[config.mk]
export PLATFORM = sky130hd
export DESIGN_NAME = root_access_arbiter
export DESIGN_NICKNAME = d
export VERILOG_FILES = /design/src/rtl/fhe_alu_pkg.sv /design/src/rtl/root_bank_fsm.sv /design/src/rtl/root_access_arbiter.sv
export SDC_FILE = /design/constraint.sdc
export NUM_CORES = 1
export LEC_CHECK = 0
export CORE_MARGIN = 2
export CORE_UTILIZATION = 45
export DETAILED_ROUTE_END_ITERATION = 16
export DONT_BUFFER_PORTS = 1
export HOLD_SLACK_MARGIN = 0.06
export PLACE_DENSITY = 0.68
export SYNTH_ARGS = -nofsm -noshare
export SYNTH_HDL_FRONTEND = slang
export SYNTH_SLANG_ARGS = --single-unit
[constraint.sdc]
create_clock -name clk -period 3.2 [get_ports clk]
set_clock_uncertainty 0.15 [all_clocks]
set_input_delay 0.48 -clock clk [delete_from_list [all_inputs] [get_ports clk]]
set_output_delay 0.48 -clock clk [all_outputs]
set_load 0.05 [all_outputs]
[src/rtl/fhe_alu_pkg.sv]
// Shared FHE ALU constants and the root-power bank state encoding.
package fhe_alu_pkg;

    localparam int NTT_INTT_NUM   = 4;
    localparam int ROOT_POWER_NUM = 4;
    localparam int N              = 256;
    localparam int E              = 16;

    typedef enum logic [1:0] {
        IDLE   = 2'd0,
        ACTIVE = 2'd1,
        DRAIN  = 2'd2
    } bank_state_e;

    function automatic int idx_width(input int n);
        return (n > 1) ? $clog2(n) : 1;
    endfunction

endpackage

[src/rtl/root_bank_fsm.sv]
// One root-power bank: round-robin pick among requesters targeting this bank,
// then ACTIVE for the burst length and DRAIN for the interconnect pipeline.
module root_bank_fsm #(
    parameter int NTT_INTT_NUM = 4,
    parameter int BANK_W       = 2,
    parameter int REQ_W        = 2,
    parameter int LEN_W        = 6,
    parameter int DRAIN_CYCLES = 2,
    parameter int BANK_ID      = 0
) (
    input  logic                                  clk,
    input  logic                                  rstn,
    input  logic [NTT_INTT_NUM-1:0]               req_valid,
    input  logic [NTT_INTT_NUM-1:0][BANK_W-1:0]   req_bank,
    input  logic [NTT_INTT_NUM-1:0][LEN_W-1:0]    req_len,
    input  logic [NTT_INTT_NUM-1:0]               ready_any,
    output logic [NTT_INTT_NUM-1:0]               ready,
    output logic [NTT_INTT_NUM-1:0]               active,
    output logic [NTT_INTT_NUM-1:0]               done,
    output logic [NTT_INTT_NUM-1:0]               routed,
    output logic [REQ_W-1:0]                      owner,
    output logic                                  busy
);
    import fhe_alu_pkg::*;

    localparam int DRAIN_W = (DRAIN_CYCLES > 1) ? $clog2(DRAIN_CYCLES) : 1;

    bank_state_e              state_q, state_d;
    logic [LEN_W-1:0]         count_q, count_d;
    logic [DRAIN_W-1:0]       drain_q, drain_d;
    logic [REQ_W-1:0]         ptr_q, ptr_d, owner_d, winner;
    logic [NTT_INTT_NUM-1:0]  cand, ready_c;
    logic                     found, done_q;

    always_comb begin
        for (int r = 0; r < NTT_INTT_NUM; r++)
            cand[r] = req_valid[r] && (req_bank[r] == BANK_W'(BANK_ID));
    end

    // Scan starts at the requester after the previous owner.
    always_comb begin
        found  = 1'b0;
        winner = '0;
        for (int i = 0; i < NTT_INTT_NUM; i++) begin
            if (!found && cand[(int'(ptr_q) + i) % NTT_INTT_NUM]) begin
                found  = 1'b1;
                winner = REQ_W'((int'(ptr_q) + i) % NTT_INTT_NUM);
            end
        end
    end

    // NOTE: every always_comb output gets a default first so no latch is inferred.
    always_comb begin
        state_d = state_q;
        count_d = count_q;
        drain_d = drain_q;
        ptr_d   = ptr_q;
        owner_d = owner;
        ready_c = '0;
        unique case (state_q)
            IDLE: if (found) begin
                ready_c[winner] = 1'b1;
                owner_d = winner;
                count_d = (req_len[winner] == '0) ? '0 : req_len[winner] - LEN_W'(1);
                ptr_d   = (winner == REQ_W'(NTT_INTT_NUM - 1)) ? '0 : winner + REQ_W'(1);
                state_d = ACTIVE;
            end
            ACTIVE: begin
                if (count_q == '0) begin
                    if (DRAIN_CYCLES == 0) begin
                        state_d = IDLE;
                    end else begin
                        state_d = DRAIN;
                        drain_d = DRAIN_W'(DRAIN_CYCLES - 1);
                    end
                end else begin
                    count_d = count_q - LEN_W'(1);
                end
            end
            DRAIN: begin
                if (drain_q == '0) state_d = IDLE;
                else               drain_d = drain_q - DRAIN_W'(1);
            end
            default: state_d = IDLE;
        endcase
    end

    // NOTE: state uses non-blocking assignments so every register samples pre-edge values.
    always_ff @(posedge clk or negedge rstn) begin
        if (!rstn) begin
            state_q <= IDLE;
            count_q <= '0;
            drain_q <= '0;
            ptr_q   <= '0;
            owner   <= '0;
            done_q  <= 1'b0;
            routed  <= '0;
        end else begin
            state_q <= state_d;
            count_q <= count_d;
            drain_q <= drain_d;
            ptr_q   <= ptr_d;
            owner   <= owner_d;
            done_q  <= (state_q == ACTIVE) && (count_q == '0);
            routed  <= (routed & ~ready_any) | ready_c;
        end
    end

    // Ready is combinational from inputs, so it is forced low while reset is held.
    assign ready = rstn ? ready_c : '0;
    assign busy  = (state_q != IDLE);

    always_comb begin
        active = '0;
        done   = '0;
        if (state_q == ACTIVE) active[owner] = 1'b1;
        if (done_q)            done[owner]   = 1'b1;
    end

endmodule

[src/rtl/root_access_arbiter.sv]
// Routes NTT/INTT requesters to root-power banks; one independent FSM per bank,
// per-requester outputs are the OR of all bank contributions.
module root_access_arbiter #(
    parameter int NTT_INTT_NUM   = fhe_alu_pkg::NTT_INTT_NUM,
    parameter int ROOT_POWER_NUM = fhe_alu_pkg::ROOT_POWER_NUM,
    parameter int LEN_W          = $clog2(fhe_alu_pkg::N / (fhe_alu_pkg::E / 2)) + 1,
    parameter int DRAIN_CYCLES   = 2,
    localparam int BANK_W        = fhe_alu_pkg::idx_width(ROOT_POWER_NUM),
    localparam int REQ_W         = fhe_alu_pkg::idx_width(NTT_INTT_NUM)
) (
    input  logic                                    clk,
    input  logic                                    rstn,
    input  logic [NTT_INTT_NUM-1:0]                 req_valid,
    input  logic [NTT_INTT_NUM-1:0][BANK_W-1:0]     req_bank,
    input  logic [NTT_INTT_NUM-1:0][LEN_W-1:0]      req_len,
    output logic [NTT_INTT_NUM-1:0]                 req_ready,
    output logic [NTT_INTT_NUM-1:0]                 grant_active,
    output logic [NTT_INTT_NUM-1:0]                 done,
    output logic [NTT_INTT_NUM-1:0][BANK_W-1:0]     root_select,
    output logic [ROOT_POWER_NUM-1:0][REQ_W-1:0]    ntt_intt_select,
    output logic [ROOT_POWER_NUM-1:0]               bank_busy
);

    logic [ROOT_POWER_NUM-1:0][NTT_INTT_NUM-1:0] bank_ready, bank_active, bank_done, bank_routed;

    for (genvar b = 0; b < ROOT_POWER_NUM; b++) begin : g_bank
        root_bank_fsm #(
            .NTT_INTT_NUM (NTT_INTT_NUM),
            .BANK_W       (BANK_W),
            .REQ_W        (REQ_W),
            .LEN_W        (LEN_W),
            .DRAIN_CYCLES (DRAIN_CYCLES),
            .BANK_ID      (b)
        ) u_bank (
            .clk       (clk),
            .rstn      (rstn),
            .req_valid (req_valid),
            .req_bank  (req_bank),
            .req_len   (req_len),
            .ready_any (req_ready),
            .ready     (bank_ready[b]),
            .active    (bank_active[b]),
            .done      (bank_done[b]),
            .routed    (bank_routed[b]),
            .owner     (ntt_intt_select[b]),
            .busy      (bank_busy[b])
        );
    end

    // Only one bank at a time marks a requester as routed, so OR-ing indices is exact.
    always_comb begin
        req_ready    = '0;
        grant_active = '0;
        done         = '0;
        root_select  = '0;
        for (int b = 0; b < ROOT_POWER_NUM; b++) begin
            req_ready    = req_ready    | bank_ready[b];
            grant_active = grant_active | bank_active[b];
            done         = done         | bank_done[b];
            for (int r = 0; r < NTT_INTT_NUM; r++)
                if (bank_routed[b][r]) root_select[r] = root_select[r] | BANK_W'(b);
        end
    end

endmodule

======== After elaboration in Yosys (flattened, before gate mapping) ========
Cells that the tools add are included.
operators by class
  add/sub/neg operators ................... 28
  multiply operators ...................... 0
  div/mod/pow operators ................... 0
  order comparisons ....................... 32
  equality and inequality tests ........... 40
  shift operators ......................... 0
  multiplexer cells ....................... 180
  bitwise gates (word level) .............. 28
  reductions and logical operators ........ 108
operator list
  operator                                                            count
  2-to-1 mux 6 bit                                                    16
  2-to-1 mux 2 bit                                                    40
  2-to-1 mux 4 bit                                                    20
  2-to-1 mux 1 bit                                                    64
  binary-select mux 6 bit (select 2 bit)                              4
  logical NOT 6 bit                                                   8
  less-than comparator 3 x 4 -> 1 bit (second input constant)         12
  bitwise OR 4 bit                                                    12
  case mux 6 bit (2 select lines)                                     4
  subtractor 6 x 1 -> 6 bit (second input constant)                   8
  logical AND 1 bit                                                   40
  less-than comparator 2 x 3 -> 1 bit (second input constant)         12
  binary-select mux 1 bit (select 2 bit)                              16
  equality test 2 bit (second input constant)                         16
  inequality test 2 bit (second input constant)                       12
  case mux 2 bit (3 select lines)                                     4
  AND reduction 3 bit                                                 8
  nonzero test 2 bit                                                  12
  OR reduction 2 bit                                                  12
  adder 2 x 1 -> 2 bit (second input constant)                        8
  adder 2 bit (second input constant)                                 8
  demux 1 bit (select 2 bit)                                          8
  equality test 2 x 1 -> 1 bit (second input constant)                8
  greater-or-equal comparator 2 x 1 -> 1 bit (second input constant)  8
  9 further kinds                                                     56
word-level totals
  bits in registers ....................... 68
  bits in latches ......................... 0
  RAM bits ................................ 0
  memory bits (read-only) ................. 0
  bits of input ports ..................... 38
  output and inout bits ................... 32
  word-level logic and storage cells ...... 443
  memories ................................ 0

======== Depth between registers and ports, before layout ========
Gate-level depths: netlist of run 1.
  depth in word-level cells ............... 27
  mapped depth ............................ 14
  depth with buffers taken out ............ 12

======== Cells and area by module ========
Synthesis of run 1 repeated with hierarchy kept, for this count alone.
unflattened totals
  cell total of the unflattened synthesis .. 757
  area total of the unflattened synthesis .. 6409.9 um2
by module, submodules not included
  module                                 times used  cells an instance  area an instance (um2)  seq. area each (um2)
  root_bank_fsm at g_bank[1].u_bank ...  2           188                1569.0                  450.4
  root_bank_fsm at g_bank[0].u_bank      1           175                1592.8                  450.4
  root_bank_fsm at g_bank[3].u_bank      1           186                1539.0                  450.4
  root_access_arbiter                    1           20                 140.1                   0.0

======== Least setup slack after synthesis of run 1 ========
Ideal clock, no wire load.
  path type ............................... input to output
  start point ............................. input req_bank[0] in the netlist's numbering
  end point ............................... output req_ready[0]
  arrival time ............................ 2.856 ns
  required time ........................... 2.570 ns
  setup slack ............................. -0.286 ns
  cell stages on the path ................. 9
  path buffers ............................ 2
  path through ............................ buf_4 or4b_1 a21oi_1 nor3_2 buf_2 inv_1 ha_1 nand2_1 a41oi_1
between the ends
  word-level cells in the longest chain between the ends .. 24
  elaborated cells on any way between the ends .. 143
  those cells by class .................... order compare (8); eq/ne (3); mux (96); bitwise (3); reduce/logical (33)
ends and longest elaborated chain
  what                                                                                                                     RTL line                   source
  start: declaration                                                                                                       root_access_arbiter.sv:14  input logic [NTT_INTT_NUM-1:0][BANK_W-1:0] req_bank,
  logical NOT 2 bit *                                                                                                      root_bank_fsm.sv:37        cand[r] = req_valid[r] && (req_bank[r] == BANK_W'(BANK_ID));
  logical AND 1 bit *                                                                                                      root_bank_fsm.sv:37
  binary-select mux 1 bit (select 2 bit)                                                                                   root_bank_fsm.sv:45        if (!found && cand[(int'(ptr_q) + i) % NTT_INTT_NUM]) begin
  2-to-1 mux 1 bit (implied by the code)                                                                                   root_bank_fsm.sv:45
  2-to-1 mux 1 bit                                                                                                         root_bank_fsm.sv:45
  logical NOT 1 bit                                                                                                        root_bank_fsm.sv:45
  logical AND 1 bit                                                                                                        root_bank_fsm.sv:45
  2-to-1 mux 1 bit                                                                                                         root_bank_fsm.sv:45
  [... 6 more ...]                                                                                                         --
  net g_bank[0].u_bank.winner[0]                                                                                           root_bank_fsm.sv:31        logic [REQ_W-1:0] ptr_q, ptr_d, owner_d, winner;
  less-than comparator 2 x 3 -> 1 bit (implied by the code) or greater-or-equal comparator 2 x 1 -> 1 bit (tied branches)  root_bank_fsm.sv:62        ready_c[winner] = 1'b1;
  logical AND 1 bit (implied by the code)                                                                                  root_bank_fsm.sv:62
  2-to-1 mux 1 bit (implied by the code)                                                                                   root_bank_fsm.sv:62
  demux 1 bit (select 2 bit) *                                                                                             --
  2-to-1 mux 4 bit *                                                                                                       root_bank_fsm.sv:61        IDLE: if (found) begin
  2-to-1 mux 4 bit *                                                                                                       root_bank_fsm.sv:60        unique case (state_q)
  2-to-1 mux 4 bit *                                                                                                       root_bank_fsm.sv:110       assign ready = rstn ? ready_c : '0;
  bitwise OR 4 bit * (3 in a row)                                                                                          root_access_arbiter.sv:57  req_ready = req_ready | bank_ready[b];
  end: declaration                                                                                                         root_access_arbiter.sv:16  output logic [NTT_INTT_NUM-1:0] req_ready,
The timed path passes the listed nets; every way through them passes the cells marked *. The select of a mux whose other input is x is not followed.

======== Final worst setup path of run 1 ========
  start point ............................. register g_bank[3].u_bank.ptr_q[1]
  end point ............................... output req_ready[0]
between the ends
  word-level cells in the longest chain between the ends .. 20
  elaborated cells on any way between the ends .. 37
  those cells by class .................... add/sub (3); order compare (2); mux (24); bitwise (1); reduce/logical (7)
ends and longest elaborated chain
  what                                                                                                                     RTL line                   source
  start: declaration                                                                                                       root_bank_fsm.sv:31
  start signal: assignment                                                                                                 root_bank_fsm.sv:102       ptr_q <= ptr_d;
  adder 2 x 1 -> 2 bit or binary-select mux 1 bit (select 2 bit) (tied branches)                                           root_bank_fsm.sv:45
  binary-select mux 1 bit (select 2 bit) or 2-to-1 mux 1 bit (tied branches)                                               root_bank_fsm.sv:45
  2-to-1 mux 1 bit (implied by the code)                                                                                   root_bank_fsm.sv:45
  2-to-1 mux 1 bit (implied by the code) or logical NOT 1 bit (tied branches)                                              root_bank_fsm.sv:45
  logical AND 1 bit                                                                                                        root_bank_fsm.sv:45
  2-to-1 mux 1 bit                                                                                                         root_bank_fsm.sv:45
  logical NOT 1 bit                                                                                                        root_bank_fsm.sv:45
  logical AND 1 bit                                                                                                        root_bank_fsm.sv:45
  [... 4 more ...]                                                                                                         --
  net g_bank[3].u_bank.winner[0]                                                                                           root_bank_fsm.sv:31
  less-than comparator 2 x 3 -> 1 bit (implied by the code) or greater-or-equal comparator 2 x 1 -> 1 bit (tied branches)  root_bank_fsm.sv:62
  logical AND 1 bit (implied by the code)                                                                                  root_bank_fsm.sv:62
  2-to-1 mux 1 bit (implied by the code)                                                                                   root_bank_fsm.sv:62
  demux 1 bit (select 2 bit) *                                                                                             --
  2-to-1 mux 4 bit *                                                                                                       root_bank_fsm.sv:61
  2-to-1 mux 4 bit *                                                                                                       root_bank_fsm.sv:60
  2-to-1 mux 4 bit *                                                                                                       root_bank_fsm.sv:110
  bitwise OR 4 bit *                                                                                                       root_access_arbiter.sv:57
Marked as above.

==> results of run 1 <==
## flip-flops by register name (all words and copies together) (netlist names)
signal and count:
g_bank.u_bank.done_q 4, g_bank.u_bank.ptr_q 8, g_bank.u_bank.routed 12, g_bank.u_bank.owner 8, g_bank.u_bank.drain_q 4, g_bank.u_bank.count_q 24
g_bank.u_bank.state_q 8
## stage by stage
stage | cell area, um^2 | util | setup WS (ps) | hold WS (ps) | power (mW)
after floorplan | 5610 | - | -115 | 34.4 | 3.87
after global placement | 5890 | 0.488 | 200 | 38.4 | 4.42
after detailed placement | 5890 | 0.488 | 48.1 | 37.7 | 4.49
after CTS | 6220 | 0.516 | 21.6 | 322 | 5.52
after global routing | 6230 | 0.517 | -27.3 | 375 | 5.92
final | 6240 | 0.517 | 85.7 | 334 | 5.51
## worst min-delay path by stage
stage,start,depth (start not counted),slack [ps],endpoint
detailed placement,rstn,0,40,g_bank[1].u_bank.drain_q
global placement,rstn,0,40,g_bank[1].u_bank.ptr_q[0]
floorplan,rstn,0,30,g_bank[0].u_bank.count_q[0]
CTS,req_bank[6],3,320,g_bank[1].u_bank.ptr_q[0]
global route,req_valid[3],3,370,g_bank[1].u_bank.ptr_q[0]
finish,req_valid[3],3,330,g_bank[1].u_bank.ptr_q[0]
## routing by layer
layer / wire, um / track usage / part of all wire
met2: 7440 / 0.396 / 0.47
met1: 6810 / 0.319 / 0.43
met5: 0 / 0 / 0
met3: 987 / 0.0469 / 0.062
met4: 733 / 0.137 / 0.046
## worst min-delay path: stages
cell	delay, ps
nand3b_1	90
a211oi_1	70
o21ai_0	130
## Yosys cell counts (all sizes together), types with 4 or more instances
cell | instances | area (um^2)
nand4b | 5 | 43.8
and3b | 4 | 37.5
a31oi | 11 | 75.1
clkbuf | 6 | 32.5
ha | 28 | 350
nor3b | 4 | 35.0
nor2 | 45 | 169
or2 | 9 | 56.3
o22ai | 7 | 43.8
nor4 | 8 | 65.1
mux2 | 7 | 82.6
a21oi | 32 | 171
inv | 59 | 226
nand3b | 11 | 86.3
dfrtp | 68 | 1700
xnor2 | 4 | 35.0
buf | 14 | 125
nor2b | 10 | 62.6
mux4 | 6 | 135
nand4 | 7 | 43.8
mux2i | 18 | 180
nor3 | 18 | 116
nand2b | 9 | 56.3
a22oi | 14 | 110
a32oi | 4 | 35.0
nand2 | 81 | 307
a41oi | 6 | 60.1
nand3 | 15 | 80.1
a211oi | 13 | 108
o21ai | 63 | 319
and3 | 9 | 58.8
o211ai | 6 | 50.1
## power by group
group | total [mW] | internal, mW | switching (mW)
registers | 1.78 | 1.23 | 0.552
logic | 2.75 | 0.932 | 1.82
clock network | 0.977 | 0.635 | 0.342
## cell families (layout without fill, tap and decap cells)
logic type / count (synthesis) / after routing / share of synthesized area
AO/OA/AOI/OAI: 196 / 196 / 0.238
XOR/XNOR: 7 / 7 / 0.0110
adder cells (fa/ha/maj): 28 / 28 / 0.0627
buffers and inverters: 79 / 101 / 0.0688
flip-flops: 68 / 68 / 0.305
multiplexers: 31 / 31 / 0.0713
other: 0 / 1 / 0
AND/OR/NAND/NOR: 251 / 251 / 0.243
## layout make-up
| class | count | area (um^2) |
|---|---|---|
| antenna | 1 | 2.50 |
| clock buffer | 12 | 256 |
| clock inverter | 2 | 35.0 |
| fill | 1102 | 5830 |
| inverter | 59 | 226 |
| multi-input combinational | 513 | 3560 |
| sequential | 68 | 1700 |
| tap | 168 | 210 |
| timing repair buffer | 28 | 245 |
## timing repair
item                                    in CTS  in global routing
endpoints found under the hold margin       68                  0
resized for setup                            0                  4
hold buffers                                 2                  0
endpoints found under the setup margin       0                  4
==> impl_metrics.json, run 1 <==
{
  "r2r_cells": 12,
  "r2r-start": "g_bank[2].u_bank.ptr_q[1]",
  "async_flop_share": 1.00,
  "irDropWorstVdd_mv": 0.579,
  "synth_seq_cells": 68,
  "num_vias": 5196,
  "worst_slew_pin_slew_ps": 838,
  "syn2layout_area_growth_pct": 11.7,
  "netlist_instances": 660,
  "crit_type": "reg -> out",
  "syn-cell-area_um2": 5580,
  "r2r_end": "g_bank[2].u_bank.count_q[4]",
  "core_um2": 12100,
  "ant_nets": 0,
  "power.leakage_nw": 2.70,
  "post-route-period-util": 0.973,
  "critical_path_depth": 8,
  "layout_common_cells": "nand2_1 (79), dfrtp_1 (68), o21ai_0 (58), inv_1 (55), nor2_1 (45)",
  "grt_max_degree": 69,
  "fmax_mhz": 321,
  "nNetsFinal": 745,
  "slew_headroom": 0.440,
  "syn_nets": 726,
  "critical-path-slowest-cell": "nor3_4",
  "ios": 70,
  "seq_area_frac_synth": 0.305,
  "grt_pass1_wl_mm": 25.7,
  "clk_latency_ps": 340,
  "wire_per_inst_um": 18.8,
  "cp.required_ps": 2570,
  "crit_family": "simple AND/OR/NAND/NOR gates",
  "yosysUniqueCellTypes": 96,
  "cts_root_buf": "clkbuf_16",
  "drcViolationCount": 0,
  "synth_ff_type": "dfrtp_1",
  "grt_usage": 0.249,
  "setup_violations": 0,
  "crit_chain": "nand4b_1, a21oi_1, nor3_4, inv_2, ha_1, nand2_1, a41oi_2, buf_4",
  "cts_tree": "built",
  "cp_num_buf_inv": 2,
  "hold_class": "in -> reg",
  "avgSynthCellArea_um2": 8.46,
  "rows": 40,
  "post-dp-hpwl_mm": 12.5,
  "status": "complete, no violations",
  "cts_setup_buffers": 0,
  "layout-drive-gt1-share": 0.147,
  "stdcell_count": 851,
  "synth_edf_count": 0,
  "start_util": 0.463,
  "rsz0062_at_grt": "yes",
  "clock_path_buffers": 2,
  "drv_cap": 0,
  "place_congestion": 0.921,
  "drtIter0Drc": 504,
  "hold_viol": 0,
  "drv_slew": 0,
  "grt_overflow": 0,
  "max_stage_delay_ps": 470,
  "worstSetupStartpoint": "g_bank[3].u_bank.ptr_q[1]",
  "yosys_warnings": 0,
  "critPathMaxFanout": 9,
  "tns_ps": 0,
  "startpoint_type": "flop",
  "clkSlewWorstSetupHoldPaths_ps": 50,
  "arrival_ps": 2480,
  "r2r_slack_ps": 200,
  "dieArea_um2": 13300,
  "htreeDepth": 3,
  "drt_wl_total_mm": 16.0,
  "drt_pass1_iterations": 5,
  "endpoint_kind": "output port",
  "period_minus_slack_ps": 3110,
  "placed_cells": 834,
  "antenna_found_initial": 1,
  "dieHeight_um": 115,
  "clock-sinks": 68,
  "p_per_area_nw_per_um2": 883,
  "port_buffers": 0,
  "grt_pass1_vias": 4944,
  "endpoint": "req_ready[0]",
  "die_w_um": 115,
  "numCtsBuffers": 9,
  "routed_via_density": 6.11,
  "layout_commonest_cell": "nand2_1"
}
(Power assumes the default switching activity.)
==> run 2: changes to the inputs <==
--- a/config.mk
+++ b/config.mk
@@ -11,6 +11,7 @@
 export DONT_BUFFER_PORTS = 1
 export HOLD_SLACK_MARGIN = 0.06
 export PLACE_DENSITY = 0.68
+export SKIP_LAST_GASP = 1
 export SYNTH_ARGS = -nofsm -noshare
 export SYNTH_HDL_FRONTEND = slang
 export SYNTH_SLANG_ARGS = --single-unit
==> impl_metrics.json, run 2 (same netlist as run 1, synthesis figures left out) <==
{
  "layout_commonest_cell": "nand2_1",
  "stdcell_count": 850,
  "swShare": 0.493,
  "largest_reg_flops": 24,
  "post-route-util": 0.517,
  "grt_usage": 0.249,
  "grt_pass1_wl_mm": 25.7,
  "port_buffers": 0,
  "power.share.clock": 0.177,
  "rsz0062_at_grt": "yes",
  "cts_setup_buffers": 0,
  "placed_cells": 834,
  "diodes": 0,
  "switching_power_mw": 2.71,
  "die_w_um": 115,
  "post-dp-hpwl_mm": 12.5,
  "drcViolationCount": 0,
  "critPathMaxFanout": 9,
  "clock_path_buffers": 2,
  "routed_via_density": 6.11,
  "drv_slew": 0,
  "fin_area_um2": 6230,
  "dieArea_um2": 13300,
  "ant_nets": 0,
  "cp.required_ps": 2570,
  "status": "complete, no violations",
  "nNetsFinal": 745,
  "internal_power_mw": 2.80,
  "min_path_cells": 3,
  "htreeDepth": 3,
  "seq_power_share": 0.323,
  "numCtsBuffers": 9,
  "clkSlewWorstSetupHoldPaths_ps": 50,
  "antenna_found_initial": 1,
  "fmax_mhz": 321,
  "irDropWorstVdd_mv": 0.579,
  "grt_max_degree": 69,
  "place_area_um2": 5890,
  "post-route-period-util": 0.974,
  "r2r_end": "g_bank[2].u_bank.count_q[4]",
  "place_congestion": 0.921,
  "drt_wl_total_mm": 16.0,
  "hold_viol": 0,
  "wire_per_inst_um": 18.8,
  "cts_root_buf": "clkbuf_16",
  "r2r_slack_ps": 200,
  "endpoint_kind": "output port",
  "whs_endpoint": "g_bank[1].u_bank.ptr_q[0]",
  "rows": 40,
  "p_comb_frac": 0.499,
  "ios": 70,
  "period_minus_slack_ps": 3120,
  "start_util": 0.463,
  "worst_slew_pin_slew_ps": 838,
  "clk_latency_ps": 340,
  "startpoint_type": "flop",
  "clock-sinks": 68,
  "arrival_ps": 2490,
  "power.leakage_nw": 2.70,
  "p_per_area_nw_per_um2": 884,
  "r2r-start": "g_bank[2].u_bank.ptr_q[1]",
  "setup_violations": 0,
  "num_vias": 5191,
  "hold_class": "in -> reg",
  "grt_pass1_vias": 4944,
  "cts_tree": "built",
  "grt_overflow": 0,
  "dieHeight_um": 115,
  "syn2layout_area_growth_pct": 11.6,
  "drtIter0Drc": 515,
  "holdCritStartpoint": "req_valid[3]",
  "drt_pass1_iterations": 5,
  "total_power_mw": 5.51,
  "crit_type": "reg -> out",
  "slew_headroom": 0.440,
  "layout-drive-gt1-share": 0.147,
  "top_regs": "g_bank.u_bank.count_q (24), g_bank.u_bank.routed (12)",
  "r2r_cells": 12,
  "core_um2": 12100,
  "layout_common_cells": "nand2_1 (79), dfrtp_1 (68), o21ai_0 (58), inv_1 (55), nor2_1 (45)",
  "drv_cap": 0,
  "regMostFlops": "g_bank.u_bank.count_q"
}
## run 2: changes by cell type in the layout (fill, tap and decap cells not counted)
cell and change:
diode_2 -1
## run 2: worst max path at each step
| stage | start | end | depth (start not counted) |
|---|---|---|---|
| after floorplan | g_bank[3].u_bank.owner[0] | grant_active[1] | 2 |
| after global placement | req_bank[4] | g_bank[2].u_bank.count_q[4] | 12 |
| after detailed placement | req_bank[0] | g_bank[2].u_bank.count_q[4] | 12 |
| after CTS | g_bank[0].u_bank.ptr_q[1] | req_ready[0] | 8 |
| after global routing | g_bank[3].u_bank.ptr_q[1] | req_ready[0] | 8 |
| final | g_bank[3].u_bank.ptr_q[1] | req_ready[0] | 8 |
## run 2: metrics by stage
stage	setup TNS, ps	hold WS, ps	worst slack, ps
final	0	334	83.0
after global routing	-27.3	375	-27.3
after CTS	0	322	21.6
after detailed placement	0	37.7	48.1
after global placement	0	38.4	200
after floorplan	-227	34.4	-115
## run 2: power groups by stage
stage               registers, mW  logic, mW  clock network [mW]
global placement             1.77       2.65                   0
global route                 1.84       3.05                1.03
finish                       1.78       2.75               0.977
CTS                          1.77       2.74                1.00
detailed placement           1.78       2.71                   0
floorplan                    1.66       2.21                   0
## run 2: final cells by class
type                    count  area (um^2)
well taps                 168          210
inverters                  59          226
multi-input cells         513         3560
repair buffers             28          245
clock inverters             2         35.0
clock buffers              12          256
flip-flops and latches     68         1700
fillers                  1103         5830
## run 2: worst max-delay path, stage by stage (launching register included)
cell,delay (ps)
dfrtp_1,450
nand4b_1,140
a21oi_1,120
nor3_4,470
inv_2,210
ha_1,250
nand2_1,150
a41oi_2,130
buf_4,210
## run 2: what timing repair did
action,in CTS,in global routing
endpoints found under the hold margin,68,0
resized for setup,0,4
endpoints found under the setup margin,0,4
hold buffers,2,0
## run 2: per-layer routing
metal / wire, um / vias up / track usage
li1: - / 2458 / -
met1: 6840 / 2503 / 0.319
met2: 7450 / 189 / 0.396
met3: 961 / 41 / 0.0469
met4: 719 / 0 / 0.137
met5: 0 / - / 0
